## src/rtl/led_arb.sv

```systemverilog
// led_arb: round-robin owner of a single status LED. The owner blinks its
// code (N lit/dark pairs of one tick each), then the LED stays dark for
// GAP_TICKS ticks before the next requester is served.
// Optional build macro: LED_ARB_ABORT_EN. When defined, a started code is
// abandoned as soon as the owner drops its request.
`timescale 1ns/1ps

module led_arb #(
  parameter int CLK_FREQ  = 50000000,
  parameter int TICK_HZ   = 10,
  parameter int NUM_REQ   = 4,
  parameter int CNT_W     = 4,
  parameter int GAP_TICKS = 10
) (
  input  logic                     clk,
  input  logic                     rst,
  input  logic [NUM_REQ-1:0]       req,
  input  logic [NUM_REQ*CNT_W-1:0] blink_cnt,
  output logic [NUM_REQ-1:0]       grant,
  output logic [NUM_REQ-1:0]       done,
  output logic                     busy,
  output logic                     led
);

  localparam int TICK_DIV = CLK_FREQ / TICK_HZ;
  localparam int PS_W     = (TICK_DIV > 1) ? $clog2(TICK_DIV) : 1;
  localparam int GP_W     = (GAP_TICKS > 1) ? $clog2(GAP_TICKS) : 1;
  localparam int IDX_W    = $clog2(NUM_REQ);

  localparam logic [PS_W-1:0]  PS_LAST  = PS_W'(TICK_DIV - 1);
  localparam logic [GP_W-1:0]  GP_LAST  = GP_W'(GAP_TICKS - 1);
  localparam logic [IDX_W-1:0] IDX_LAST = IDX_W'(NUM_REQ - 1);

  typedef enum logic [1:0] {S_IDLE, S_ON, S_OFF, S_GAP} state_t;

  state_t             r_state;
  logic [IDX_W-1:0]   r_ptr;
  logic [IDX_W-1:0]   r_owner;
  logic [CNT_W-1:0]   r_remain;
  logic [PS_W-1:0]    r_presc;
  logic [GP_W-1:0]    r_gap;

  state_t             w_next;
  logic               w_tick;
  logic               w_pick_valid;
  logic [IDX_W-1:0]   w_pick_idx;
  logic [NUM_REQ-1:0] w_done;
  logic [CNT_W-1:0]   w_cnt [NUM_REQ];

  for (genvar gi = 0; gi < NUM_REQ; gi++) begin : g_cnt
    assign w_cnt[gi] = blink_cnt[gi*CNT_W +: CNT_W];
  end

  assign w_tick = (r_presc == PS_LAST);

  // Rotating-priority pick: first set request at or above the pointer, wrapping.
  always_comb begin
    int j;
    // NOTE: every variable gets a default before any branch; a path that
    // leaves one unassigned would infer a latch.
    j            = 0;
    w_pick_valid = 1'b0;
    w_pick_idx   = r_ptr;
    // Walk offsets from farthest to nearest so the nearest hit wins.
    for (int k = NUM_REQ - 1; k >= 0; k--) begin
      j = int'(r_ptr) + k;
      if (j >= NUM_REQ) j = j - NUM_REQ;
      if (req[IDX_W'(j)]) begin
        w_pick_valid = 1'b1;
        w_pick_idx   = IDX_W'(j);
      end
    end
  end

  // Next-state logic and the end-of-code done pulse.
  always_comb begin
    w_next = r_state;
    w_done = '0;
    case (r_state)
      S_IDLE: if (w_pick_valid) w_next = (w_cnt[w_pick_idx] != '0) ? S_ON : S_GAP;
      S_ON:   if (w_tick) w_next = S_OFF;
      S_OFF:  if (w_tick) w_next = (r_remain == CNT_W'(1)) ? S_GAP : S_ON;
      S_GAP:  if (w_tick && r_gap == GP_LAST) begin
                w_next          = S_IDLE;
                w_done[r_owner] = 1'b1;
              end
      default: w_next = S_IDLE;
    endcase
`ifdef LED_ARB_ABORT_EN
    // Owner withdrew: abandon the code silently.
    if (r_state != S_IDLE && !req[r_owner]) begin
      w_next = S_IDLE;
      w_done = '0;
    end
`endif
  end

  // State, prescaler, gap counter, owner/count latch and round-robin pointer.
  always_ff @(posedge clk or posedge rst) begin
    if (rst) begin
      r_state  <= S_IDLE;
      r_ptr    <= '0;
      r_owner  <= '0;
      r_remain <= '0;
      r_presc  <= '0;
      r_gap    <= '0;
    end else begin
      // NOTE: non-blocking assignments so every register here sees the
      // pre-edge values; blocking ones would make results depend on order.
      r_state <= w_next;

      // Restart the tick phase on every state entry so each phase is whole.
      if (w_next != r_state || w_tick) r_presc <= '0;
      else                             r_presc <= r_presc + PS_W'(1);

      if (r_state != S_GAP) r_gap <= '0;
      else if (w_tick)      r_gap <= r_gap + GP_W'(1);

      if (r_state == S_IDLE && w_pick_valid) begin
        r_owner  <= w_pick_idx;
        r_remain <= w_cnt[w_pick_idx];
      end else if (r_state == S_OFF && w_tick) begin
        r_remain <= r_remain - CNT_W'(1);
      end

      // Leaving a grant (completed or aborted) hands priority to the next one.
      if (r_state != S_IDLE && w_next == S_IDLE)
        r_ptr <= (r_owner == IDX_LAST) ? '0 : r_owner + IDX_W'(1);
    end
  end

  // Outputs decode straight from registered state, so reset clears them at once.
  always_comb begin
    grant          = '0;
    grant[r_owner] = (r_state != S_IDLE);
    busy           = (r_state != S_IDLE);
    led            = (r_state == S_ON);
    done           = w_done;
  end

endmodule

```

## config.mk

```make
export PLATFORM = sky130hd
export DESIGN_NAME = led_arb
export DESIGN_NICKNAME = d
export VERILOG_FILES = /design/src/rtl/led_arb.sv
export SDC_FILE = /design/constraint.sdc
export NUM_CORES = 1
export LEC_CHECK = 0
export CORE_MARGIN = 2
export CORE_UTILIZATION = 55
export CTS_CLUSTER_DIAMETER = 30
export DETAILED_ROUTE_END_ITERATION = 8
export PLACE_DENSITY = 0.8
export SETUP_SLACK_MARGIN = 0.1
export SLEW_MARGIN = 40
export SYNTH_ARGS = -nofsm -noshare
export SYNTH_HDL_FRONTEND = slang
export SYNTH_SLANG_ARGS = --single-unit
```

## constraint.sdc

```tcl
create_clock -name clk -period 2.5 [get_ports clk]
set_input_delay 0.5 -clock clk [delete_from_list [all_inputs] [get_ports clk]]
set_output_delay 0.5 -clock clk [all_outputs]
set_load 0.01 [all_outputs]
```

# == Word-level counts from Yosys, hierarchy flattened ==
# Index checks and enable logic that the tools add are counted.
# Widths: inputs -> output; s select.
# classes
add_sub_neg,11
magnitude_cmp,11
n_eq_ne,9
mux,44
n_bitwise,2
reduce_logical,12
# op_table
cell,n
$mux 4,8
$mux 2,15
$add 23x1->23 const B,1
$eq 23x23->1 const B,1
$mux 23,1
$lt 2x4->1 const B,4
$mux 1,13
$ge 3x3->1 const B,4
$bmux 1 s2,4
$bmux 4 s2,1
$pmux 2 s4,1
$sub 2x1->2 const B,4
$add 2x2->3 const B,2
$eq 2x2->1 const B,3
$reduce_bool 2->1,3
$logic_and 1x1->1,5
$add 4x1->4 const B,1
$and 4x4->4,1
$eq 4x1->1 const B,1
$eq 4x4->1 const B,1
$logic_not 2->1,2
$reduce_bool 4->1,1
$sub 4x1->4 const B,1
$add 2x1->3 const B,1
other kinds (10),10
# word_totals
register_bits,37
input_bits,22

# == Depth between registers and ports, before layout ==
# Gate-level depths: netlist (run 1).
# logic_depth
depth_word,21
ltp_mapped,8

# == Least setup slack after synthesis (run 1) ==
# Ideal clock, no wire load.
# synth_path
kind,reg-to-output
from,register r_presc[0]
to,output port done[0]
arrival_ps,1609
path_slack_ps,391
path_stages_with_launch,7
path_cell_list,dfrtp_1 > ha_1 > nand2_1 > or2_1 > buf_6 > nor4_4 > and3_1
# synth_via
elab_chain_cells,4
# synth_lines
element,line,source
"start, declared",40,logic [PS_W-1:0] r_presc;
"start signal, assigned",114,else r_presc <= r_presc + PS_W'(1);
$eq 23x23->1,54,assign w_tick = (r_presc == PS_LAST);
$logic_and 1x1->1,83,S_GAP: if (w_tick && r_gap == GP_LAST) begin
$mux 4,83,
$mux 4,79,case (r_state)
"end, declared",20,"output logic [NUM_REQ-1:0] done,"
# Every way passes these cells.

# == Worst setup path after layout (run 1) ==
# layout_path
from,register r_presc[0]
to,output port done[1]
# Same word-level chain as after synthesis.

==> out/results.ini, run 1 <==
[outcome]
status = completed

[worst_setup_path]
critical_path.max_fanout = 5
cp.depth = 6
cpPeakStageDelay_ns = 0.39
reg2regPathDepth = 8
crit_path_end_kind = output port
reg2reg_slack_ns = 0.36
worst-path-buf-inv = 1
path_class = flip-flop to output port
crit_required_ns = 2.00
crit_chain = ha_2 > nand2_2 > or2_4 > nor4_4 > and3_1 > buf_2
cp_slowest_cell = nor4_4
startpoint_type = flip-flop
arrival_ns = 1.87
worst_path_dominant_cell_family = simple AND/OR/NAND/NOR gates

[synthesis]
synth_cell_types = 44
yosysWarnings = 0
synth.avg_cell_area_um2 = 9.503
syn_nets = 273
synth_edf_count = 0
async_flop_share = 1.000
synth_top_cell_by_area = dfrtp_1
synth.area.top_cells = dfrtp_1, xor2_1, nor2_1
netlist_area_um2 = 2300
ys_ff_latch = 37
ys.flop_type = dfrtp_1
yosysTopAreaCellShare = 0.4026
synthesis.instances = 242
seq_area_frac_synth = 0.4026

[floorplan]
io_pins = 32
dieHeight_um = 68.66
die_area_um2 = 4714
fp.dieW_um = 68.66
core.rowCount = 23
initial_core_util = 0.5749
fp.coreArea_um2 = 4000

[clock_tree]
h-tree-depth = 2
cts_buffers = 5
clkLatencyLatePin_ns = 0.30
clk_path_buf_depth = 2
root_buffer = clkbuf_8
tritoncts = done
clkTransAtPathRegs_ns = 0.08
postCtsHoldBufs = 0
cts_sinks = 37

[timing]
rsz0062_at_grt = yes
fin_worst_skew_ns = 0.008633
min_period_ns = 2.370
hold_viol_final = 0
period_share = 0.9480
relSlewSlack = 0.6297
drv_slew = 0
worst_pin_slew_ns = 0.5504
finalSetupViolCount = 0
max_freq_mhz = 422.0

[finish]
multiInputGateArea_um2 = 1344
area.growth.synth_to_final_pct = 29.43
nFillCells = 306
antennaDiodeCount = 0
drive_above_1_share = 0.1993
stdcell_count = 356
nNetsFinal = 336
seq_area_um2 = 927.1

[detailed_routing]
drtAntennaViolNets = 0
first_pass_iters = 4
dr_total_vias = 1924
drt_iter0_drc = 66
drcViolationCount = 0
routed_wl_mm = 5.047
wl_per_cell_um = 14.18
via_per_inst = 5.404

[placed_design]
dp_hpwl_mm = 3.664
placed_cells = 347
portBuffers = 31
place.gp.congestion = 0.9275

[global_routing]
antenna_found_initial = 0
grt_pass1_wl_mm = 8.473
grt_max_degree = 38
grt_pass1_vias = 1965
track_usage = 0.2444
overflow = 0

[worst_hold_path]
hold_depth = 2
hold_path.class = flip-flop to flip-flop

[pwr]
power_leakage_uw = 0.001407
vdd_drop_max_v = 0.0002958
powerDensity_nw_per_um2 = 373.7
total_power_uw = 1112

[run]
maxCapViolCount = 0

==> registers in the layout (all words and copies together) (netlist names) <==
name,flops
r_presc,23
r_gap,4
r_remain,4
r_owner,2
r_ptr,2
r_state,2
==> where the power goes <==
| part | internal [uW] | switching (uW) | leakage, uW |
|---|---|---|---|
| clock | 193 | 223 | 0.0000450 |
| sequential | 598 | 0 | 0.000480 |
| combinational | 58.3 | 40.2 | 0.000883 |
==> final cells by class <==
class                      instances  share of cell area
multi-input combinational        189              0.4515
sequential                        37              0.3115
timing repair buffer              62              0.1757
clock buffer                       6             0.02438
tap                               50             0.02102
inverter                          10             0.01261
clock inverter                     2            0.003363
==> timing repair <==
item | 4_1_cts | 5_1_grt
setup buffers | 1 | 0
gates resized for setup | 20 | 4
pin swaps | 7 | 5
cloned | 0 | 0
endpoints found under the setup margin | 4 | 6
==> cell families (layout without fill, tap and decap cells) <==
kind of cell,after synthesis,count (layout),share of synthesized area
buffers and inverters,16,80,0.03101
DFF,37,37,0.4026
AOI/OAI and AO/OA,20,20,0.05822
xor gates and xnor gates,26,26,0.09902
adders and majority gates,9,9,0.04897
and+or+nand+nor,117,117,0.2802
muxes,17,17,0.07998
==> synthesized netlist by cell type, types with 2 or more instances <==
| cell | number |
|---|---|
| and2_1 | 5 |
| nand4_1 | 3 |
| mux2_1 | 3 |
| nor4_1 | 2 |
| nor2_1 | 35 |
| mux2i_1 | 9 |
| nand2_1 | 16 |
| and3_1 | 6 |
| o21ai_0 | 3 |
| buf_2 | 3 |
| inv_1 | 10 |
| nor3b_1 | 2 |
| clkbuf_1 | 2 |
| nor4_4 | 2 |
| a211oi_1 | 4 |
| ha_1 | 9 |
| dfrtp_1 | 37 |
| or3_1 | 4 |
| nor4b_1 | 4 |
| mux2_2 | 4 |
| nor3_1 | 8 |
| nand3_1 | 12 |
| nand2b_1 | 3 |
| nor2b_1 | 7 |
| xor2_1 | 18 |
| xnor2_1 | 8 |
| a21oi_1 | 6 |
==> layout by cell type, fill, tap and decap left out, types with 2 or more instances in the layout <==
| cell type | count |
|---|---|
| clkinv_2 | 2 |
| mux2i_1 | 9 |
| a21oi_1 | 6 |
| xor2_1 | 18 |
| nor3_1 | 8 |
| nand3_1 | 12 |
| nor4b_1 | 2 |
| inv_1 | 10 |
| buf_4 | 31 |
| clkdlybuf4s50_1 | 27 |
| nand2_1 | 15 |
| mux2_1 | 3 |
| and2_1 | 5 |
| clkbuf_8 | 5 |
| and3_1 | 6 |
| dfrtp_1 | 36 |
| nor3b_1 | 2 |
| mux2_2 | 4 |
| nor4_4 | 2 |
| xnor2_1 | 8 |
| nor4_1 | 2 |
| a211oi_1 | 4 |
| nor2_1 | 35 |
| nor2b_1 | 7 |
| o21ai_0 | 3 |
| or3_1 | 3 |
| nand4_1 | 3 |
| ha_1 | 8 |
| buf_2 | 4 |
| nand2b_1 | 3 |
==> tightest hold or removal path: stages (launching register included) <==
cell	delay (ns)
dfrtp_1	0.36
xor2_1	0.07
nor2_1	0.07
==> final timing paths <==
| path | from | to |
|---|---|---|
| max | r_presc[0] | done[1] |
| min | r_presc[9] | r_presc[9] |
| max reg2reg | r_presc[10] | r_remain[1] |
| min reg2reg | r_presc[9] | r_presc[9] |
| max in group asynchronous | rst | r_presc[13] |
| min in group asynchronous | rst | r_presc[19] |
==> layer usage <==
metal	wire, um	up-vias	track usage
met4	87	0	0.08250
li1	-	960	-
met5	0	-	0
met1	2235	923	0.2841
met3	152	10	0.05682
met2	2571	31	0.4387
==> through the flow <==
stage	hold slack (ns)	setup WS [ns]	cell area, um2	setup TNS [ns]	util
after detailed placement	0.5263	-0.1023	2872	-0.2817	0.7179
after floorplan	0.4549	0.3910	2300	0	-
final	0.5443	0.1301	2977	0	0.7441
after global routing	0.5779	0.04533	2977	0	0.7441
after CTS	0.5475	0.1015	2964	0	0.7410
after global placement	0.5177	-0.06258	2872	-0.1176	0.7179
No activity file was read; power rests on OpenSTA's default activity.
==> run 2, diff against run 1 <==
--- a/config.mk
+++ b/config.mk
@@ -7,7 +7,9 @@
 export LEC_CHECK = 0
+export CELL_PAD_IN_SITES_DETAIL_PLACEMENT = 2
+export CELL_PAD_IN_SITES_GLOBAL_PLACEMENT = 2
 export CORE_MARGIN = 2
-export CORE_UTILIZATION = 55
+export CORE_UTILIZATION = 34
 export CTS_CLUSTER_DIAMETER = 30
 export DETAILED_ROUTE_END_ITERATION = 8
-export PLACE_DENSITY = 0.8
+export PLACE_DENSITY_LB_ADDON = 0.1
 export SETUP_SLACK_MARGIN = 0.1
@@ -17 +19,2 @@
 export SYNTH_SLANG_ARGS = --single-unit
+export TNS_END_PERCENT = 100
--- a/constraint.sdc
+++ b/constraint.sdc
@@ -3,2 +3,2 @@
 set_output_delay 0.5 -clock clk [all_outputs]
-set_load 0.01 [all_outputs]
+set_load 0.02 [all_outputs]
==> run 2 against run 1 <==
- sequential cell count unchanged
- register-to-register slack worse by 0.07 ns
- die area up 58%
- largest power group unchanged
==> out/results.ini, run 2 (synthesis results as in run 1) <==
[outcome]
status = completed

[worst_setup_path]
path_class = flip-flop to output port
critical_path.max_fanout = 4  ; -1
crit_path_end_kind = output port
crit_required_ns = 2.00  ; about the same
reg2reg_slack_ns = 0.29  ; -0.07 ns
arrival_ns = 1.92  ; +0.05 ns
startpoint_type = flip-flop

[global_routing]
grt_pass1_wl_mm = 12.01  ; +42%
antenna_found_initial = 0  ; unchanged
track_usage = 0.2074  ; -0.03694
overflow = 0  ; unchanged
grt_max_degree = 38  ; unchanged
grt_pass1_vias = 2412  ; +23%

[timing]
worst_pin_slew_ns = 0.5328  ; -0.01764 ns
hold_viol_final = 0  ; unchanged
period_share = 0.9687  ; +0.02076
fin_worst_skew_ns = 0.009654  ; +0.001021 ns
relSlewSlack = 0.6416  ; +0.01187
max_freq_mhz = 412.9  ; -2.1%
holdWs_ns = 0.5414  ; -0.002890 ns
finalSetupViolCount = 0  ; unchanged
rsz0062_at_grt = yes
min_period_ns = 2.422  ; +0.05190 ns
drv_slew = 0  ; unchanged

[clock_tree]
clkLatencyLatePin_ns = 0.30  ; about the same
clkTransAtPathRegs_ns = 0.07  ; about the same
h-tree-depth = 2  ; unchanged
clk_path_buf_depth = 2  ; unchanged
tritoncts = done
root_buffer = clkbuf_8
postCtsHoldBufs = 0  ; unchanged
cts_sinks = 37  ; unchanged
cts_buffers = 5  ; unchanged

[detailed_routing]
first_pass_iters = 4  ; unchanged
wl_per_cell_um = 17.15  ; +21%
drcViolationCount = 0  ; unchanged
routed_wl_mm = 6.776  ; +34%
dr_total_vias = 2079  ; +8.1%
drtAntennaViolNets = 0  ; unchanged
via_per_inst = 5.263  ; -2.6%
drt_iter0_drc = 66  ; unchanged

[finish]
mostFrequentLayoutCells = buf_4, dfrtp_1, nor2_1
top_regs = r_presc x23, r_gap x4, r_remain x4
area.growth.synth_to_final_pct = 38.03
multiInputGateArea_um2 = 1354  ; +0.74%
seq_area_um2 = 925.9  ; -0.13%
largest_register_ffs = 23  ; unchanged
drive_above_1_share = 0.2421  ; +0.04279
antennaDiodeCount = 0  ; unchanged
max_flop_register = r_presc
utilization = 0.4915  ; -0.2527
nNetsFinal = 348  ; +3.6%
nFillCells = 696  ; +130%
layout_commonest_cell = buf_4

[floorplan]
dieHeight_um = 86.24  ; +26%
die_area_um2 = 7437  ; +58%
core.rowCount = 29  ; +26%
initial_core_util = 0.3561  ; -0.2189
io_pins = 32  ; unchanged
fp.dieW_um = 86.24  ; +26%
fp.coreArea_um2 = 6459  ; +61%

[pwr]
power_leakage_uw = 0.001498  ; +6.4%
seq_power_share = 0.473  ; -0.065
sw_frac_of_total = 0.2245  ; -0.01165
powerDensity_nw_per_um2 = 397.9  ; +6.5%
p_switching_uw = 283.6  ; +7.9%
p_comb_frac = 0.080  ; -0.009
vdd_drop_max_v = 0.0002681  ; -9.4%
intPower_uw = 979.3  ; +15%
clock_power_share = 0.447  ; +0.073

[placed_design]
place.gp.congestion = 0.7964  ; -14%
portBuffers = 31  ; unchanged
dp_hpwl_mm = 5.013  ; +37%

[run]
maxCapViolCount = 0  ; unchanged

[worst_hold_path]
hold_path.class = flip-flop to flip-flop

run 2: critical path, cell delays in order, from the launching register on:
cell	delay, ns
dfrtp_1	0.36
ha_2	0.19
nand2_2	0.05
or2_4	0.25
nor4_4	0.31
buf_4	0.18
and3_4	0.18
buf_6	0.11
run 2: worst paths after layout:
| path | startpoint | end | cells after the start |
|---|---|---|---|
| worst max-delay path | r_presc[1] | done[1] | 7 |
| worst min-delay path | r_presc[0] | r_presc[0] | 2 |
| worst max register to register | r_presc[6] | r_remain[1] | 8 |
| worst min register to register | r_presc[0] | r_presc[0] | 2 |
| max in group asynchronous | rst | r_presc[20] | 3 |
| min in group asynchronous | rst | r_remain[1] | 3 |
run 2: cell type report:
type                    instances  share of cell area
well taps                      77             0.03035
clock inverters                 2             0.01183
clock buffers                   6             0.02602
inverters                      10             0.01183
flip-flops and latches         37              0.2917
multi-input cells             189              0.4265
repair buffers                 74              0.2018
run 2: through the flow:
stage                     cells  power (uW)  setup slack [ns]  setup TNS, ns  area (um2)
after global placement      384       707.5          -0.05534        -0.2963        2980
after detailed placement    384       710.4           -0.1676        -0.6769        2980
after floorplan             242       648.5            0.3235              0        2300
after global routing        395        1307          -0.02674       -0.07482        3174
after CTS                   394        1281         0.0001807              0        3136
final                       395        1263           0.07815              0        3174
run 2: timing repair:
action | in CTS | in global routing
pin swaps | 4 | 3
buffers inserted | 2 | 1
resized for setup | 26 | 11
endpoints found under the setup margin | 4 | 12
run 2: power groups by stage:
stage               combinational (uW)  clock (uW)  sequential (uW)
finish                             101         564              598
global route                       111         598              598
floorplan                         38.7           0              610
detailed placement                 101           0              610
CTS                                101         582              598
global placement                  97.7           0              610
run 2: routing by layer:
metal	global-route usage	vias up	share of wire
met2	0.3679	24	0.50
met1	0.2646	1059	0.46
li1	-	988	-
met4	0.04972	0	0.0096
met3	0.03429	8	0.023
met5	0	-	0
==> run 3, diff against run 2 <==
ABC_AREA = 1   (was unset)
CORE_UTILIZATION = 32   (was 34)
==> run 3 against run 2 <==
- the run now ends with setup timing left
- synthesized area up 14%
- utilization down 3.6 points
- cell area rose by 12%
- critical path depth grew 3
- power is 9.5% lower
- worst hold slack lost 0.050 ns
- synthesized cell count up 47%
- largest cell class unchanged
==> out/results.ini, run 3 <==
[outcome]
status = finished, violations left
violations = setup timing

[clock_tree]
cts_sinks = 37  ; unchanged
h-tree-depth = 2  ; unchanged
clkTransAtPathRegs_ns = 0.08  ; about the same
clk_path_buf_depth = 2  ; unchanged
tritoncts = done
root_buffer = clkbuf_8
clkLatencyLatePin_ns = 0.30  ; about the same
postCtsHoldBufs = 0  ; unchanged
cts_buffers = 5  ; unchanged

[worst_setup_path]
cp_slowest_cell = dfrtp_1
startpoint_type = flip-flop
critical_path.max_fanout = 4  ; unchanged
crit_chain = inv_1 > nand2_2 > nor4_4 > nand3_2 > inv_2 > nand4_4 > nor2_4 > inv_2 > nor2_1 > buf_4
cpPeakStageDelay_ns = 0.40  ; +0.04 ns
path_class = flip-flop to output port
crit_path_end_kind = output port
arrival_ns = 2.09  ; +0.17 ns
worst-path-buf-inv = 4  ; +2
worst_path_dominant_cell_family = simple AND/OR/NAND/NOR gates
cpMostUsedCell = inv_2
crit_required_ns = 2.00  ; about the same

[synthesis]
yosysTopAreaCellShare = 0.3539  ; -0.04871
async_flop_share = 1.000  ; unchanged
ys.flop_type = dfrtp_1
synth_cell_types = 34  ; -23%
synth_top_cell_by_area = dfrtp_1
syn_nets = 387  ; +42%
synthesis.instances = 356  ; +47%
synth.avg_cell_area_um2 = 7.349  ; -23%
yosysWarnings = 0  ; unchanged
seq_area_frac_synth = 0.3539  ; -0.04871
synth_edf_count = 0  ; unchanged
synth.area.top_cells = dfrtp_1, nand2_1, inv_1
yosysMostFrequentCell = nand2_1
netlist_area_um2 = 2616  ; +14%
synth_commonest_cells = nand2_1, inv_1, dfrtp_1, nor2_1, nand3_1
ys_ff_latch = 37  ; unchanged

[placed_design]
portBuffers = 31  ; unchanged
placed_cells = 526  ; +37%
place.gp.congestion = 0.7769  ; -2.4%
dp_hpwl_mm = 6.516  ; +30%

[timing]
worst_pin_slew_ns = 0.4997  ; -0.03307 ns
drv_slew = 0  ; unchanged
rsz0062_at_grt = yes
relSlewSlack = 0.6669  ; +0.02532
finalSetupViolCount = 4  ; +4
finalWorstSetupSlack_ns = -0.09200  ; -0.1702 ns
fin_worst_skew_ns = 0.007893  ; -0.001761 ns
period_share = 1.037  ; +0.06806
hold_viol_final = 0  ; unchanged
min_period_ns = 2.592  ; +0.1702 ns
max_freq_mhz = 385.8  ; -6.6%

[detailed_routing]
first_pass_iters = 4  ; unchanged
drcViolationCount = 0  ; unchanged
drt_iter0_drc = 94  ; +42%
wl_per_cell_um = 18.34  ; +6.9%
via_per_inst = 5.041  ; -4.2%
routed_wl_mm = 9.958  ; +47%
dr_total_vias = 2737  ; +32%
drtAntennaViolNets = 0  ; unchanged

[finish]
layout_commonest_cell = nand2_1
drive_above_1_share = 0.2653  ; +0.02317
stdcell_count = 543  ; +37%
antennaDiodeCount = 0  ; unchanged
max_flop_register = r_presc
nFillCells = 909  ; +31%
nNetsFinal = 472  ; +36%
area.growth.synth_to_final_pct = 36.06
largest_register_ffs = 23  ; unchanged
utilization = 0.4559  ; -0.03555
mostFrequentLayoutCells = nand2_1, buf_4, inv_1
top_regs = r_presc x23, r_gap x4, r_remain x4

[pwr]
power_leakage_uw = 0.001724  ; +15%
vdd_drop_max_v = 0.0002427  ; -9.5%
powerDensity_nw_per_um2 = 320.9  ; -19%

[floorplan]
io_pins = 32  ; unchanged
dieHeight_um = 94.42  ; +9.5%
fp.coreArea_um2 = 7807  ; +21%
core.rowCount = 32  ; +10%
initial_core_util = 0.3351  ; -0.02097
die_area_um2 = 8915  ; +20%
fp.dieW_um = 94.42  ; +9.5%

[global_routing]
grt_pass1_vias = 3108  ; +29%
grt_use_met2 = 0.4244  ; +0.05654
antenna_found_initial = 0  ; unchanged
grt_max_degree = 38  ; unchanged
grt.busiest_layer = met2
grt_pass1_wl_mm = 15.81  ; +32%
grt_util_met3 = 0.03113  ; -0.003160
overflow = 0  ; unchanged
gr-usage-met1 = 0.2826  ; +0.01796
track_usage = 0.2301  ; +0.02267

[run]
maxCapViolCount = 0  ; unchanged

[worst_hold_path]
hold_path.class = flip-flop to flip-flop

[run 3: cells by family (layout without fill, tap and decap cells)]
group,after synthesis,in the layout,synth area share
adders and majority gates,9,9,0.04304
and+or+nand+nor,207,207,0.4084
DFF,37,37,0.3539
buffers and inverters,60,145,0.09517
AOI/OAI and AO/OA,34,34,0.06935
xor gates and xnor gates,9,9,0.03013
[run 3: area by class of cell]
| cell class | instances | area [um2] | share of cell area |
|---|---|---|---|
| clock buffers | 7 | 86.33 | 0.02425 |
| well taps | 102 | 127.6 | 0.03585 |
| flip-flops and latches | 37 | 927.1 | 0.2605 |
| inverters | 57 | 221.5 | 0.06221 |
| repair buffers | 81 | 679.4 | 0.1909 |
| multi-input cells | 259 | 1518 | 0.4264 |
[run 3: worst reg2reg max path: stages, from the launching register on]
cell and delay (ns):
dfrtp_1 0.36, ha_2 0.20, nand2_2 0.08, nor2_4 0.13
nand2_2 0.09, nor2_4 0.14, buf_4 0.15, nand2_2 0.07
nor2_4 0.13, nand2_2 0.13, nor2_4 0.13, nand3_2 0.15
nor2_2 0.15, xor2_1 0.20, nor2_1 0.07
[run 3: what timing repair did]
| action | in CTS | in global routing |
|---|---|---|
| endpoints found under the setup margin | 4 | 17 |
| gates resized for setup | 27 | 16 |
| buffers inserted | 8 | 2 |
| endpoints found under the hold margin | 0 | 0 |
| pin swaps | 5 | 9 |
[run 3: path summary, 6_finish.rpt]
path,startpoint,endpoint,slack [ns],cells past startpoint
worst min-delay path,r_remain[1],r_remain[1],0.49,2
min in group asynchronous,rst,r_presc[13],0.64,3
worst max register to register,r_presc[0],r_presc[16],0.21,14
max in group asynchronous,rst,r_ptr[0],1.50,3
worst min register to register,r_remain[1],r_remain[1],0.49,2
worst max-delay path,r_presc[13],done[1],-0.09,10
[run 3: where the power goes]
group	switching (uW)	total, uW	internal (uW)
Combinational	54.4	103	48.7
Sequential	0	598	598
Clock	222	441	219
[run 3: per-layer routing]
metal	vias to the layer above	wire length, um
met1	1387	4304
met5	-	0
met4	0	138
li1	1311	-
met3	12	153
met2	27	5360
[run 3: stage by stage]
step	instance area, um2	hold slack (ns)	TNS (ns)	power [uW]	worst slack (ns)
2_1_floorplan	2616	0.4329	0	663.7	0.2526
3_3_place_gp	3327	0.4650	-0.3681	711.2	-0.09328
3_5_place_dp	3327	0.4698	-0.7400	713.9	-0.1984
4_1_cts	3492	0.5016	-0.1834	1151	-0.06792
5_1_grt	3560	0.5383	-0.7286	1184	-0.2034
6_report	3560	0.4915	-0.2835	1142	-0.09200
